`src/rtl/axis_pkt_source.sv`:
```
// Stream packet source: emits pkt_len beats of incrementing payload starting at seed,
// honours m_ready backpressure, then optionally idles ifg cycles before accepting a new start.
module axis_pkt_source #(
  parameter int DATA_WIDTH = 8,
  parameter int LEN_WIDTH  = 12,
  parameter int CNT_WIDTH  = 16
) (
  input  logic                  clk,
  input  logic                  resetn,
  input  logic                  start,
  input  logic [LEN_WIDTH-1:0]  pkt_len,
  input  logic [DATA_WIDTH-1:0] seed,
  input  logic [3:0]            ifg,
  output logic [DATA_WIDTH-1:0] m_data,
  output logic                  m_valid,
  output logic                  m_last,
  input  logic                  m_ready,
  output logic                  busy,
  output logic                  done,
  output logic                  len_err,
  output logic [CNT_WIDTH-1:0]  pkt_count
);

  // state | meaning
  // IDLE  | waiting for start, no beats
  // SEND  | m_valid high, streaming beats
  // GAP   | inter-frame idle, counting down ifg
  localparam logic [1:0] S_IDLE = 2'd0;
  localparam logic [1:0] S_SEND = 2'd1;
  localparam logic [1:0] S_GAP  = 2'd2;

  localparam logic [DATA_WIDTH-1:0] DATA_ONE = 1;
  localparam logic [LEN_WIDTH-1:0]  LEN_ONE  = 1;
  localparam logic [CNT_WIDTH-1:0]  CNT_ONE  = 1;

  logic [1:0]           state;
  logic [LEN_WIDTH-1:0] idx;
  logic [LEN_WIDTH-1:0] last_idx;
  logic [LEN_WIDTH-1:0] idx_nxt;
  logic [3:0]           ifg_q;
  logic [3:0]           gap_cnt;

  assign idx_nxt = idx + LEN_ONE;

  // m_data doubles as the payload accumulator, so the seed needs no separate copy
  always_ff @(posedge clk or negedge resetn) begin
    if (!resetn) begin
      state     <= S_IDLE;
      idx       <= '0;
      last_idx  <= '0;
      ifg_q     <= '0;
      gap_cnt   <= '0;
      m_data    <= '0;
      m_valid   <= 1'b0;
      m_last    <= 1'b0;
      busy      <= 1'b0;
      done      <= 1'b0;
      len_err   <= 1'b0;
      pkt_count <= '0;
    end else begin
      done    <= 1'b0;
      len_err <= 1'b0;
      case (state)
        S_IDLE: begin
          if (start) begin
            if (pkt_len != '0) begin
              idx      <= '0;
              last_idx <= pkt_len - LEN_ONE;
              ifg_q    <= ifg;
              m_data   <= seed;
              m_valid  <= 1'b1;
              m_last   <= (pkt_len == LEN_ONE);
              busy     <= 1'b1;
              state    <= S_SEND;
            end else begin
              len_err <= 1'b1;
            end
          end
        end
        S_SEND: begin
          if (m_ready) begin
            if (m_last) begin
              m_valid   <= 1'b0;
              m_last    <= 1'b0;
              done      <= 1'b1;
              pkt_count <= pkt_count + CNT_ONE;
              if (ifg_q == 4'd0) begin
                busy  <= 1'b0;
                state <= S_IDLE;
              end else begin
                gap_cnt <= ifg_q;
                state   <= S_GAP;
              end
            end else begin
              idx    <= idx_nxt;
              m_data <= m_data + DATA_ONE;
              m_last <= (idx_nxt == last_idx);
            end
          end
        end
        S_GAP: begin
          if (gap_cnt == 4'd1) begin
            busy  <= 1'b0;
            state <= S_IDLE;
          end else begin
            gap_cnt <= gap_cnt - 4'd1;
          end
        end
        default: begin
          m_valid <= 1'b0;
          m_last  <= 1'b0;
          busy    <= 1'b0;
          state   <= S_IDLE;
        end
      endcase
    end
  end

endmodule

```
`config.mk`:
```
export PLATFORM = sky130hd
export DESIGN_NAME = axis_pkt_source
export DESIGN_NICKNAME = d
export VERILOG_FILES = /design/src/rtl/axis_pkt_source.sv
export SDC_FILE = /design/constraint.sdc
export NUM_CORES = 1
export LEC_CHECK = 0
export BUFFER_PORTS_ARGS = -buffer_cell sky130_fd_sc_hd__buf_2
export CAP_MARGIN = 15
export CELL_PAD_IN_SITES_DETAIL_PLACEMENT = 0
export CELL_PAD_IN_SITES_GLOBAL_PLACEMENT = 1
export CORE_AREA = 2 2 94 96
export CTS_CLUSTER_DIAMETER = 200
export CTS_CLUSTER_SIZE = 12
export DETAILED_ROUTE_END_ITERATION = 16
export DIE_AREA = 0 0 96 98
export PLACE_DENSITY_LB_ADDON = 0.1
export SKIP_LAST_GASP = 1
export SLEW_MARGIN = 40
export SYNTH_ARGS = -nofsm -noshare
export SYNTH_HDL_FRONTEND = slang
export SYNTH_SLANG_ARGS = --single-unit
export TNS_END_PERCENT = 20
```
`constraint.sdc`:
```
create_clock -name clk -period 2.1 [get_ports clk]
set_input_delay 0.21 -clock clk [delete_from_list [all_inputs] [get_ports clk]]
set_output_delay 0.21 -clock clk [all_outputs]
set_load 0.005 [all_outputs]
```
==> Yosys cells after proc, flatten, opt, wreduce, memory -nomap -nowiden <==
Cells that the tools add are included.
{ "classes": {"n_addsub": 5, "eq_ne": 14, "n_mux": 43, "n_bitwise": 1, "n_reduce_logical": 13} }
{ "ops": {"columns": ["cell", "count"], "rows": [
  ["12-bit two-way mux", 4],
  ["8-bit two-way mux", 4],
  ["12-bit one-hot mux with 2 select lines", 1],
  ["5-bit AND reduction", 4],
  ["1-bit two-way mux", 18],
  ["2-bit != test (second input constant)", 9],
  ["16-bit by 1-bit adder with 16-bit output (second input constant)", 1],
  ["4-bit two-way mux", 4],
  ["8-bit one-hot mux with 2 select lines", 1],
  ["12-bit by 1-bit adder with 12-bit output (second input constant)", 1],
  ["12-bit by 1-bit equality test with 1-bit output (second input constant)", 1],
  ["12-bit equality test", 1],
  ["2-bit two-way mux", 6],
  ["12-bit nonzero test", 1],
  ["12-bit by 1-bit subtractor with 12-bit output (second input constant)", 1],
  ["1-bit one-hot mux with 3 select lines", 3],
  ["8-bit by 1-bit adder with 8-bit output (second input constant)", 1],
  ["4-bit one-hot mux with 2 select lines", 1],
  ["2-bit one-hot mux with 3 select lines", 1],
  ["3-bit AND reduction", 2],
  ["6-bit AND reduction", 1],
  ["4-bit by 1-bit equality test with 1-bit output (second input constant)", 1],
  ["4-bit zero test", 1],
  ["4-bit AND reduction", 1],
  ["other kinds (6)", 7]
]} }
{ "totals": {"ff_bits": 63, "out_inout_bits": 29, "elab_cells": 88} }

==> Logic depth before layout (Yosys ltp) <==
Gate-level depths: netlist of the first run.
{ "depth": {"depth_word": 5, "mapped_depth": 9, "depth_no_buf": 8} }

==> Least setup slack after synthesis of the first run <==
OpenSTA, ideal clock, no wires.
{ "synth_path": {"path_kind": "input port to flip-flop", "startpoint": "input port pkt_len[1]", "endpoint": "register m_data[3]", "arrival_ps": 1463, "required_time_ps": 1975, "setup_slack_ps": 512, "path_stages": 9, "path_buffers": 1, "path_cell_list": "inv_1 > ha_1 > nor3b_2 > and4_1 > o2bb2ai_1 > and2_1 > buf_2 > a21oi_1 > a21oi_1"} }
{ "synth_between": {"elab_chain_len": 3} }
{ "synth_rtl": {"columns": ["item", "line_no", "text"], "rows": [
  ["start, declared", "11", "input logic [LEN_WIDTH-1:0] pkt_len,"],
  ["12-bit nonzero test", "66", "if (pkt_len != '0) begin"],
  ["2-bit != test (no source line)", null, null],
  ["5-bit AND reduction (no source line)", null, null],
  ["end signal, assigned", "96", "m_data <= m_data + DATA_ONE;"],
  ["end, declared", "14", "output logic [DATA_WIDTH-1:0] m_data,"]
]} }
No other way between the ends.
A chain may end at the register's enable or synchronous reset.

==> Final worst setup path of the first run <==
{ "layout_path": {"startpoint": "register idx[0]", "endpoint": "register idx[11]"} }
{ "layout_between": {"elab_chain_len": 4} }
{ "layout_rtl": {"columns": ["item", "line_no", "text"], "rows": [
  ["start, declared", "37", "logic [LEN_WIDTH-1:0] idx;"],
  ["start signal, assigned", "95", "idx <= idx_nxt;"],
  ["12-bit by 1-bit adder with 12-bit output", "43", "assign idx_nxt = idx + LEN_ONE;"],
  ["12-bit two-way mux", "82", "if (m_last) begin"],
  ["12-bit two-way mux", "81", "if (m_ready) begin"],
  ["12-bit one-hot mux with 2 select lines", "63", "case (state)"]
]} }
No other way between the ends. The select of a mux whose other input is x is not followed.

==> results.toml, run 1 <==
[route]
wl_met1_um = 3876
wl_um = 8029
routedWlPerCell_um = 14.39
drtPass1Iterations = 4
wl_met3_um = 392
highest_layer = "met4"
drc = 0
wl_met2_um = 3661
viasPerCell = 5.278
antenna_left = 0
via_count = 2945
drtIter0Drc = 109

[clocking]
path_clk_slew_ns = 0.07
cts_tree = "done"
cts.sinks = 63
cts_resized = 0
clk_path_buf_depth = 2
worstSkewPairLatency_ns = 0.34
htreeDepth = 3
root_buffer = "clkbuf_8"
cts_buffers = 9

[place]
io_buffers = 56
dp.final_hpwl_um = 6067
dpl_cell_area_um2 = 3914
dpl.cell_count = 541
place_congestion = 0.8302
dp_slack_ns = 0.1333

[setup_path]
criticalPathCategory = "register to register"
worstPathRequired_ns = 2.31
reg2regPathDepth = 6
end_kind = "register"
reg2reg_from = "idx[0]"
ff2ff_setup_slack_ns = 0.31
cp-start-kind = "register"
cp.arrival_ns = 2.00
startpoint = "idx[0]"
endpoint = "idx[11]"
r2r_end = "idx[11]"
cp_max_fo = 6

[die]
io_pins = 57
dieWidth_um = 96
rows = 34
die_area_um2 = 9408
start_util_pct = 41.56
core_um2 = 8466
die_h_um = 98

[yosys]
async_reset_ff_share_pct = 100.0
synth_edf_count = 0
ys_dominant_reg_cell = "dfrtp_1"
syn-num-nets = 421
syn_area_um2 = 3518
synthDistinctLibCells = 47
yosysSeqAreaShare_pct = 44.81
yosys_warnings = 0
ys_ff_latch = 63
synth_area_per_cell_um2 = 9.115
syn_inst = 386

[cells_and_area]
diodes = 0
drive_gt1_share_pct = 21.11
fill_cells = 849
nets = 480
final_area_um2 = 4148
area_growth_pct = 17.89
fin_util_pct = 49.00
stdcell_count = 558
seqCellArea_um2 = 1577
multi_input_area_um2 = 1804

[outcome]
outcome = "completed"

[timing]
finalHoldViolCount = 0
setup_ws_ns = 0.3109
clock.fmax_mhz = 558.9
setup_viol = 0
finalCriticalPeriod_ns = 1.789
finClkSkew_ns = 0.007783
slew_headroom_pct = 62.80
maxSlewViolCount = 0
rsz0062_at_grt = "false"
timing.setup.tns_ns = 0
tightest_slew_ns = 0.5581
fin_crit_sh_pct = 85.19
timing.hold.ws_ns = 0.1027

[global_route]
antenna_found_initial = 0
grt_pass1_wl_um = 13530
grt_max_degree = 28
grt_pass1_vias = 2765
gr-total-overflow = 0
grt_usage_pct = 18.38

[pwr]
total_leakage_power_nw = 1.936
ir_drop_mv = 0.3814
fin_total_pwr_mw = 4.562
power.density_nw_per_um2 = 1100

[flow_run]
maxCapViolations = 0

[worst_hold_path]
hold_class = "input port to register"
hold_path_depth = 2
==> where the power goes <==
part           internal, mW  switching [mW]  total, mW
Sequential             1.53           0.351       1.88
Clock                 0.733           0.473       1.21
Combinational         0.673           0.801       1.47
==> cell usage in the layout (no fill, tap or decap), types with 5 or more instances in the layout <==
master	n
xnor2_1	32
ha_1	7
nor3_1	6
nand4_1	11
mux2_2	5
nand3_1	17
xor2_1	10
o21ai_0	32
o22ai_1	5
buf_2	56
dfrtp_1	63
nand2b_1	5
nor2_1	27
buf_4	6
a21oi_1	23
inv_1	14
nand2_1	52
clkbuf_8	11
and3_1	12
==> Yosys cell counts (2+ instances only) <==
cell       number  area share (%)
dfrtp_1        63              45
nand2_1        52             5.5
o21ai_0        32             4.6
xnor2_1        32             8.0
nor2_1         27             2.9
a21oi_1        23             3.3
nand3_1        17             2.4
inv_1          14             1.5
and3_1         12             2.1
nand4_1        11             2.0
xor2_1         10             2.5
buf_2           8             1.1
ha_1            7             2.5
nor3_1          6            0.85
mux2_2          5             1.6
nand2b_1        5            0.89
o22ai_1         5            0.89
and4_1          4             1.0
buf_4           4            0.85
clkbuf_1        4            0.43
o31ai_1         4            0.85
a31oi_1         3            0.53
and2_1          3            0.53
nand3b_1        3            0.64
o21ai_1         3            0.43
a32oi_1         2            0.50
nand2_2         2            0.36
nor3_2          2            0.57
nor4_1          2            0.36
o21ai_2         2            0.50
o2bb2ai_1       2            0.50
or3_1           2            0.36
==> state kept, by name, indices dropped and copies added (netlist names) <==
| name | count |
|---|---|
| busy | 1 |
| done | 1 |
| gap_cnt | 4 |
| idx | 12 |
| ifg_q | 4 |
| last_idx | 12 |
| len_err | 1 |
| m_data | 8 |
| m_last | 1 |
| m_valid | 1 |
| pkt_count | 16 |
| state | 2 |
==> per-layer routing <==
metal / up-vias / track usage, %
li1: 1469 / -
met5: - / 0
met3: 8 / 5.401
met2: 67 / 28.10
met1: 1401 / 25.15
met4: 0 / 5.495
==> repair_timing <==
action	in CTS	in global routing
endpoints found under the hold margin	22	0
setup buffers	0	0
setup endpoints to repair	0	0
hold buffers	1	0
==> logic make-up after synthesis <==
family / Yosys count / synth area share [%]
flops: 63 / 44.81
compound gates: 83 / 13.76
simple gates: 156 / 22.97
fa+ha+maj: 7 / 2.489
buf+inv: 30 / 3.912
mux: 5 / 1.600
xor+xnor: 42 / 10.46
==> worst min-delay path by stage <==
stage | startpoint | end
2_1_floorplan | resetn | busy
3_3_place_gp | resetn | pkt_count[6]
3_5_place_dp | resetn | pkt_count[6]
4_1_cts | ifg[2] | ifg_q[2]
5_1_grt | ifg[3] | ifg_q[3]
6_report | ifg[3] | ifg_q[3]
==> critical path: stages (launching register included) <==
cell	delay, ns
dfrtp_1	0.46
and3_1	0.34
and3_1	0.26
nand4_1	0.20
and2_1	0.22
o21ai_1	0.11
o31ai_1	0.08
==> layout make-up <==
cell class,count,share of cell area [%]
multi-input cells,293,43.50
flip-flops and latches,63,38.01
repair buffers,64,8.567
clock buffers,13,3.831
well taps,108,3.258
clock inverters,3,1.569
inverters,14,1.267
No activity file was read; power rests on OpenSTA's default activity.
==> inputs of run 2 (changes only) <==
CORE_AREA = 4 4 96 98   (was 2 2 94 96)
DIE_AREA = 0 0 100 102   (was 0 0 96 98)
==> results.toml, run 2 (synthesis gave the netlist of run 1 again) <==
[flow_run]
maxCapViolations = 0

[timing]
setup_viol = 0
timing.setup.tns_ns = 0
tightest_slew_ns = 0.4176
finalHoldViolCount = 0
rsz0062_at_grt = "false"
finalCriticalPeriod_ns = 1.762
finClkSkew_ns = 0.01239
maxSlewViolCount = 0
clock.fmax_mhz = 567.7
slew_headroom_pct = 72.16
fin_crit_sh_pct = 83.88

[pwr]
power.density_nw_per_um2 = 1121
internal_power_mw = 3.059
p_switching_mw = 1.630
total_leakage_power_nw = 1.951
clockPowerShare_pct = 28.4
fin_total_pwr_mw = 4.690
ir_drop_mv = 0.5611
swShare_pct = 34.76
comb_power_share_pct = 31.6
seqPwrFrac_pct = 40.0

[setup_path]
cp.arrival_ns = 2.02
worstPathRequired_ns = 2.35
critPathTopFamily = "simple AND/OR/NAND/NOR gates"
crit_buf_inv = 0
criticalPathCategory = "register to register"
cp-start-kind = "register"
cp_max_fo = 6
worst_path_largest_cell_delay_ns = 0.45
end_kind = "register"
crit_chain = "and3_1, and3_1, nand4_1, xnor2_1, nand4_1, o21ai_1"
slowest_stage = "dfrtp_1"

[place]
place_congestion = 0.8159
io_buffers = 56
dpl.cell_count = 540
dp.final_hpwl_um = 5889
dpl_cell_area_um2 = 3919

[worst_hold_path]
hold_class = "input port to register"

[clocking]
cts_resized = 0
clk_path_buf_depth = 2
ctsHoldBuffers = 1
path_clk_slew_ns = 0.07
cts_buffers = 9
cts.sinks = 63
root_buffer = "clkbuf_8"
htreeDepth = 3
cts_tree = "done"
post_cts_buffers = 0
worstSkewPairLatency_ns = 0.33

[cells_and_area]
stdcell_count = 557
largest_reg_flops = 16
top_register = "pkt_count"
final_area_um2 = 4184
reg_top3 = "pkt_count (16), idx (12), last_idx (12)"
nets = 479
area_growth_pct = 18.92
drive_gt1_share_pct = 21.38
diodes = 0
mostFrequentLayoutCells = "63 x dfrtp_1, 56 x buf_2, 52 x nand2_1, 32 x o21ai_0, 32 x xnor2_1"
final_common_cell = "dfrtp_1"
fin_util_pct = 49.42

[route]
wl_um = 8024
drtIter0Drc = 85
via_count = 2888
routedWlPerCell_um = 14.41
drtPass1Iterations = 4
viasPerCell = 5.185
drc = 0
antenna_left = 0

[die]
start_util_pct = 41.56
rows = 34
die_area_um2 = 10200
dieWidth_um = 100
io_pins = 57
core_um2 = 8466
die_h_um = 102

[global_route]
grt_pass1_wl_um = 13250
grt_max_degree = 64
grt_usage_pct = 16.31
antenna_found_initial = 0
grt_pass1_vias = 2683
gr-total-overflow = 0

[outcome]
outcome = "completed"
==> run 2: routing by layer <==
metal  routed length (um)  track usage, %  up-vias
li1                     -               -     1467
met1                 3931           23.03     1342
met2                 3563           24.78       65
met3                  395           2.935       14
met4                  133           6.839        0
met5                    0               0        -
==> run 2: final timing paths <==
path	start	end	slack [ns]	depth (start not counted)
max in group asynchronous	resetn	m_last	1.41	3
hold reg to reg	pkt_count[15]	pkt_count[15]	0.47	1
setup / recovery	idx[0]	m_last	0.34	6
setup reg to reg	idx[0]	m_last	0.34	6
hold / removal	ifg[2]	ifg_q[2]	0.1	2
min in group asynchronous	resetn	pkt_count[6]	0.41	3
==> run 2: cell type report <==
cell class / count / area (um^2)
Inverter: 14 / 52.55
Timing Repair Buffer: 63 / 360.3
Sequential cell: 63 / 1577
Tap cell: 108 / 135.1
Clock inverter: 5 / 103.9
Fill cell: 842 / 4282
Multi-Input combinational cell: 293 / 1804
Clock buffer: 11 / 151.4
==> run 2: power groups by stage <==
stage	logic, mW	clock network, mW	registers [mW]
global route	1.70	1.41	1.93
finish	1.48	1.33	1.88
CTS	1.51	1.36	1.88
detailed placement	1.50	0	1.90
floorplan	1.12	0	1.80
global placement	1.47	0	1.90
==> run 2: stage by stage <==
stage	hold slack (ns)	setup WS (ns)
floorplan	-0.08559	0.5118
global placement	0.2511	0.1864
detailed placement	0.2521	0.1092
CTS	0.08601	0.3245
global route	0.08205	0.1378
finish	0.09931	0.3384
